--- config.mk ---
export PLATFORM = sky130hd
export DESIGN_NAME = lv_hv_mirror
export DESIGN_NICKNAME = d
export VERILOG_FILES = /design/src/rtl/lv_hv_mirror_pkg.sv /design/src/rtl/lv_hv_mirror_cyc_cnt.sv /design/src/rtl/lv_hv_mirror.sv
export SDC_FILE = /design/constraint.sdc
export NUM_CORES = 1
export LEC_CHECK = 0
export ABC_CLOCK_PERIOD_IN_PS = 2400
export BUFFER_PORTS_ARGS = -buffer_cell sky130_fd_sc_hd__buf_2
export CAP_MARGIN = 30
export CORE_ASPECT_RATIO = 0.9
export CORE_MARGIN = 1
export CORE_UTILIZATION = 56
export CTS_BUF_LIST = sky130_fd_sc_hd__clkbuf_4
export CTS_CLUSTER_DIAMETER = 60
export DETAILED_ROUTE_END_ITERATION = 8
export PLACE_DENSITY_LB_ADDON = 0.12
export SLEW_MARGIN = 0
export SYNTH_ARGS = -nofsm -noshare
export SYNTH_HDL_FRONTEND = slang
export SYNTH_SLANG_ARGS = --single-unit
--- constraint.sdc ---
create_clock -name i_clk -period 2.4 [get_ports i_clk]
set_input_delay 0.12 -clock i_clk [delete_from_list [all_inputs] [get_ports i_clk]]
set_output_delay 0.12 -clock i_clk [all_outputs]
set_load 0.05 [all_outputs]
--- src/rtl/lv_hv_mirror_pkg.sv ---
// Shared defaults and the state type for the LV-side mirror of HV ADC results.
package lv_param;

  localparam int LV_ADC_DW = 10;
  localparam int LV_REG_DW = 8;
  localparam int LV_REG_AW = 7;

  typedef enum logic [2:0] {
    ST_IDLE,
    ST_REQ_LO,
    ST_REQ_HI,
    ST_COMMIT,
    ST_INTVL
  } lv_mirror_state_e;

  function automatic int lv_max(input int a, input int b);
    return (a > b) ? a : b;
  endfunction

endpackage

--- src/rtl/lv_hv_mirror_cyc_cnt.sv ---
// Loadable down counter with a zero flag; the mirror shares one instance
// between the poll interval and the ack timeout, which never overlap.
module lv_cyc_cnt #(
  parameter int W = 10
) (
  input  logic         clk,
  input  logic         rst_n,
  input  logic         load,
  input  logic [W-1:0] load_val,
  input  logic         dec,
  output logic         zero
);

  logic [W-1:0] cnt;

  // load has priority; decrement saturates at zero
  always_ff @(posedge clk) begin
    if (!rst_n) begin
      cnt <= '0;
    end else if (load) begin
      cnt <= load_val;
    end else if (dec && (cnt != '0)) begin
      cnt <= cnt - W'(1);
    end
  end

  assign zero = (cnt == '0);

endmodule

--- src/rtl/lv_hv_mirror.sv ---
// Periodically reads low/high result bytes of each HV ADC channel over the
// register read path and mirrors the assembled values on the LV side.
module lv_hv_mirror
  import lv_param::*;
#(
  parameter int                CH_NUM    = 2,
  parameter int                ADC_DW    = LV_ADC_DW,
  parameter int                REG_DW    = LV_REG_DW,
  parameter int                REG_AW    = LV_REG_AW,
  parameter logic [REG_AW-1:0] BASE_ADDR = 'h10,
  parameter int                POLL_CYC  = 1000,
  parameter int                TMO_CYC   = 64
) (
  input  logic                     i_clk,
  input  logic                     i_rst_n,
  input  logic                     i_mirror_en,
  input  logic                     i_err_clr,
  output logic                     o_rd_req,
  output logic [REG_AW-1:0]        o_rd_addr,
  input  logic                     i_rd_ack,
  input  logic [REG_DW-1:0]        i_rd_data,
  input  logic                     i_rd_err,
  output logic [CH_NUM*ADC_DW-1:0] o_adc_data,
  output logic [CH_NUM-1:0]        o_adc_upd,
  output logic                     o_busy,
  output logic [CH_NUM-1:0]        o_tmo_err,
  output logic [CH_NUM-1:0]        o_crc_err
);

  localparam int CHW  = (CH_NUM > 1) ? $clog2(CH_NUM) : 1;
  localparam int HIW  = ADC_DW - REG_DW;
  localparam int CNTW = $clog2(lv_max(POLL_CYC, TMO_CYC) + 1);
  localparam logic [CHW-1:0] LAST_CH = CHW'(CH_NUM - 1);

  lv_mirror_state_e  state;
  logic [CHW-1:0]    ch;
  logic [REG_DW-1:0] lo_byte;
  logic [HIW-1:0]    hi_byte;

  logic              in_req;
  logic              ack_ok;
  logic              ack_good;
  logic              ack_bad;
  logic              tmo_hit;
  logic              raise;
  logic              pair_end;
  logic              go_intvl;
  logic              cnt_load;
  logic              cnt_dec;
  logic              cnt_zero;
  logic [CNTW-1:0]   cnt_val;
  logic [CH_NUM-1:0] ch_onehot;
  logic [REG_AW-1:0] req_addr;

  // Handshake events and shared-counter control. An ack only counts while
  // the request is actually high, so late acks are dropped; the request is
  // raised one cycle after entering a request state, which guarantees the
  // low gap between consecutive requests.
  always_comb begin
    in_req    = (state == ST_REQ_LO) || (state == ST_REQ_HI);
    ack_ok    = in_req && o_rd_req && i_rd_ack;
    ack_good  = ack_ok && !i_rd_err;
    ack_bad   = ack_ok && i_rd_err;
    tmo_hit   = in_req && o_rd_req && !i_rd_ack && cnt_zero;
    raise     = in_req && !o_rd_req;
    pair_end  = ack_bad || tmo_hit || (state == ST_COMMIT);
    go_intvl  = pair_end && i_mirror_en && (ch == LAST_CH);
    cnt_load  = raise || go_intvl;
    cnt_val   = go_intvl ? CNTW'(POLL_CYC - 1) : CNTW'(TMO_CYC - 1);
    cnt_dec   = (in_req && o_rd_req) || (state == ST_INTVL);
    ch_onehot = CH_NUM'(1) << ch;
    req_addr  = BASE_ADDR + REG_AW'({ch, 1'b0}) + REG_AW'(state == ST_REQ_HI);
  end

  lv_cyc_cnt #(
    .W(CNTW)
  ) u_cyc_cnt (
    .clk      (i_clk),
    .rst_n    (i_rst_n),
    .load     (cnt_load),
    .load_val (cnt_val),
    .dec      (cnt_dec),
    .zero     (cnt_zero)
  );

  // Sweep FSM with registered request, result and error outputs
  always_ff @(posedge i_clk) begin
    if (!i_rst_n) begin
      state      <= ST_IDLE;
      ch         <= '0;
      lo_byte    <= '0;
      hi_byte    <= '0;
      o_rd_req   <= 1'b0;
      o_rd_addr  <= '0;
      o_adc_data <= '0;
      o_adc_upd  <= '0;
      o_tmo_err  <= '0;
      o_crc_err  <= '0;
    end else begin
      o_adc_upd <= '0;
      // a new error in the same cycle as a clear still sets its flag
      o_tmo_err <= (o_tmo_err & ~{CH_NUM{i_err_clr}}) | (tmo_hit ? ch_onehot : '0);
      o_crc_err <= (o_crc_err & ~{CH_NUM{i_err_clr}}) | (ack_bad ? ch_onehot : '0);

      if (raise) begin
        o_rd_req  <= 1'b1;
        o_rd_addr <= req_addr;
      end
      if (ack_ok || tmo_hit) begin
        o_rd_req <= 1'b0;
      end

      case (state)
        ST_IDLE: begin
          if (i_mirror_en) begin
            state <= ST_REQ_LO;
            ch    <= '0;
          end
        end
        ST_REQ_LO: begin
          if (ack_good) begin
            lo_byte <= i_rd_data;
            state   <= ST_REQ_HI;
          end
        end
        ST_REQ_HI: begin
          if (ack_good) begin
            hi_byte <= i_rd_data[HIW-1:0];
            state   <= ST_COMMIT;
          end
        end
        ST_COMMIT: begin
          o_adc_data[ch*ADC_DW +: ADC_DW] <= {hi_byte, lo_byte};
          o_adc_upd                       <= ch_onehot;
        end
        ST_INTVL: begin
          if (!i_mirror_en) begin
            state <= ST_IDLE;
          end else if (cnt_zero) begin
            state <= ST_REQ_LO;
          end
        end
        default: state <= ST_IDLE;
      endcase

      // channel advance after a commit or an abandoned pair
      if (pair_end) begin
        if (!i_mirror_en) begin
          state <= ST_IDLE;
          ch    <= '0;
        end else if (ch == LAST_CH) begin
          state <= ST_INTVL;
          ch    <= '0;
        end else begin
          state <= ST_REQ_LO;
          ch    <= ch + CHW'(1);
        end
      end
    end
  end

  assign o_busy = (state != ST_IDLE);

endmodule

==> impl_metrics.env <==
export IMPL_status="complete, no violations"
export IMPL_ys_warn_count=0
export IMPL_dp_hpwl_um=3500
export IMPL_drc_errors=0
export IMPL_skew_ns=0.00918
export IMPL_io_buffers=44
export IMPL_rows=22
export IMPL_drt_total_wl_um=5100
export IMPL_wire_per_inst_um=13.4
export IMPL_slew_headroom=0.632
export IMPL_hp_class="input pin to flip-flop"
export IMPL_start_kind="flip-flop"
export IMPL_multi_input_area_um2=1260
export IMPL_cts_resized=0
export IMPL_cts_tree="done"
export IMPL_die_area_um2=4630
export IMPL_rsz0062_at_grt="no"
export IMPL_end_kind="flip-flop"
export IMPL_drive_gt1_frac=0.187
export IMPL_ys_types=46
export IMPL_worst_pin_slew_ns=0.547
export IMPL_die_h_um=64.7
export IMPL_synth_area_um2=2440
export IMPL_num_io_pins=49
export IMPL_initial_core_util=0.592
export IMPL_yosysTopAreaCell="dfxtp_1"
export IMPL_leakage_uw=0.00122
export IMPL_avgViaCountPerCell=5.55
export IMPL_tns_ns=0
export IMPL_synth_edf_count=0
export IMPL_finalPower_uw=2140
export IMPL_drv_slew=0
export IMPL_power_density_nw_per_um2=758
export IMPL_nets=346
export IMPL_grt_pass1_vias=1809
export IMPL_worstSetupPathType="flip-flop to flip-flop"
export IMPL_track_usage=0.235
export IMPL_finalCritPeriodShare=0.920
export IMPL_place_gp_congestion=0.847
export IMPL_yosys_top_cells_count="dfxtp_1 (54), nand2_1 (54), a21boi_0 (24)"
export IMPL_syn_area_per_cell_um2=8.70
export IMPL_fillCellCount=344
export IMPL_dr_pass1_iters=4
export IMPL_placed_area_um2=2700
export IMPL_num_antenna_cells=0
export IMPL_clock_latency_ns=0.38
export IMPL_cap_violations=0
export IMPL_core_region_area_um2=4130
export IMPL_cts_root_buf="clkbuf_4"
export IMPL_finalInstanceArea_um2=2820
export IMPL_worst_ep_arrival_time_ns=2.50
export IMPL_drtAntennaViolNets=0
export IMPL_antenna_found_initial=0
export IMPL_grt_pass1_wl_um=8460
export IMPL_synth_area_top_cells="dfxtp_1 (44%), nand2_1 (8.3%), a21boi_0 (7.4%)"
export IMPL_syn_to_final_growth_pct=15.4
export IMPL_finalHoldViolCount=0
export IMPL_clkTransAtPathRegs_ns=0.15
export IMPL_drt_iter0_markers=146
export IMPL_synth_top_cell_area_share=0.442
export IMPL_vias=2104
export IMPL_post_cts_buffers=0
export IMPL_ys_seq_area_frac=0.442
export IMPL_crit_fanout=6
export IMPL_clockBufferDepth=2
export IMPL_ys_async_sr_fraction=0
export IMPL_yosys_register_bits=54
export IMPL_vdd_drop_max_mv=0.455
export IMPL_grt_overflow_total=0
export IMPL_netlist_instances=281
export IMPL_max_freq_ghz=0.453
export IMPL_cts_made_buffers=5
export IMPL_regArea_um2=1080
export IMPL_crit_required_ns=2.69
export IMPL_period_needed_ns=2.21
export IMPL_die_x_um=71.7
export IMPL_grt_max_degree=40
export IMPL_cts_htree_levels=2
export IMPL_clock_sinks=54
export IMPL_finalSetupViolCount=0
export IMPL_yosys_most_used_dff="dfxtp_1"
==> cells by family after synthesis <==
kind of cell / after synthesis / synth area share
compound gates: 61 / 0.189
xor+xnor: 4 / 0.0143
mux: 12 / 0.0491
other cells: 1 / 0.00153
fa+ha+maj: 2 / 0.0102
flops: 54 / 0.442
buf+inv: 26 / 0.0481
simple gates: 121 / 0.246
==> timing repair <==
item,4_1_cts,5_1_grt
hold endpoints to repair,4,2
hold buffers,4,2
setup endpoints to repair,0,0
==> critical path, cell delays in order, from the launching register on <==
cell	delay, ns
dfxtp_1	0.37
inv_1	0.09
ha_1	0.14
nor3b_1	0.38
nand3_1	0.32
o31ai_1	0.16
a21oi_1	0.16
a221o_1	0.33
and3_1	0.17
==> power breakdown <==
| group | switching, uW | internal (uW) |
|---|---|---|
| Combinational | 420 | 250 |
| Sequential | 94.3 | 967 |
| Clock | 280 | 127 |
| Total | 794 | 1340 |
==> layer usage <==
metal / vias to the layer above / share of wire / track usage
li1: 1067 / - / -
met1: 974 / 0.50 / 0.331
met2: 59 / 0.44 / 0.355
met3: 4 / 0.045 / 0.0467
met4: 0 / 0.0094 / 0.0882
met5: - / 0 / 0
==> final cells by class <==
class                      count  area share
multi-input combinational    204       0.446
inverter                       8      0.0106
timing repair buffer          57       0.118
clock buffer                   6      0.0160
clock inverter                 2     0.00488
sequential                    54       0.383
tap                           48      0.0213
==> registers in the layout (all words and copies together) (netlist names) <==
name           flops
u_cyc_cnt.cnt     10
o_rd_req           1
o_adc_data        20
lo_byte            8
hi_byte            2
o_tmo_err          2
o_adc_upd          2
state              3
o_crc_err          2
o_rd_addr          3
ch                 1
==> final timing paths <==
path | startpoint | endpoint | slack (ns) | cells past startpoint
max | u_cyc_cnt.cnt[0] | state[0] | 0.19 | 8
min | i_rd_data[1] | lo_byte[1] | 0.02 | 3
max reg2reg | u_cyc_cnt.cnt[0] | state[0] | 0.19 | 8
min reg2reg | o_adc_data[15] | o_adc_data[15] | 0.47 | 2
==> cell usage in the layout, fill, tap and decap left out, drive strengths merged, types with 2 or more instances in the layout <==
master,instances
a21oi,9
and3,5
xnor2,2
nand2,54
a311oi,2
and2,6
a211oi,2
nand3,5
conb,4
a32oi,3
nor2b,16
o21a,5
mux2i,12
clkbuf,6
clkinv,2
o21ai,2
nor3b,5
inv,8
dfxtp,54
dlygate4sd3,6
ha,2
nor2,13
xor2,2
buf,51
nand4b,2
nor3,6
o31a,2
a21boi,24
o31ai,2
nand4,4
a31oi,2
==> per-stage QoR <==
stage	hold slack, ns	cells	setup WS (ns)	utilization
floorplan	0.286	284	0.123	-
global placement	0.370	365	0.307	0.654
detailed placement	0.387	365	0.224	0.654
CTS	0.000214	377	0.196	0.678
global route	0.00948	379	0.0247	0.683
finish	0.0191	379	0.192	0.683
Power figures use the tool's default switching activity.
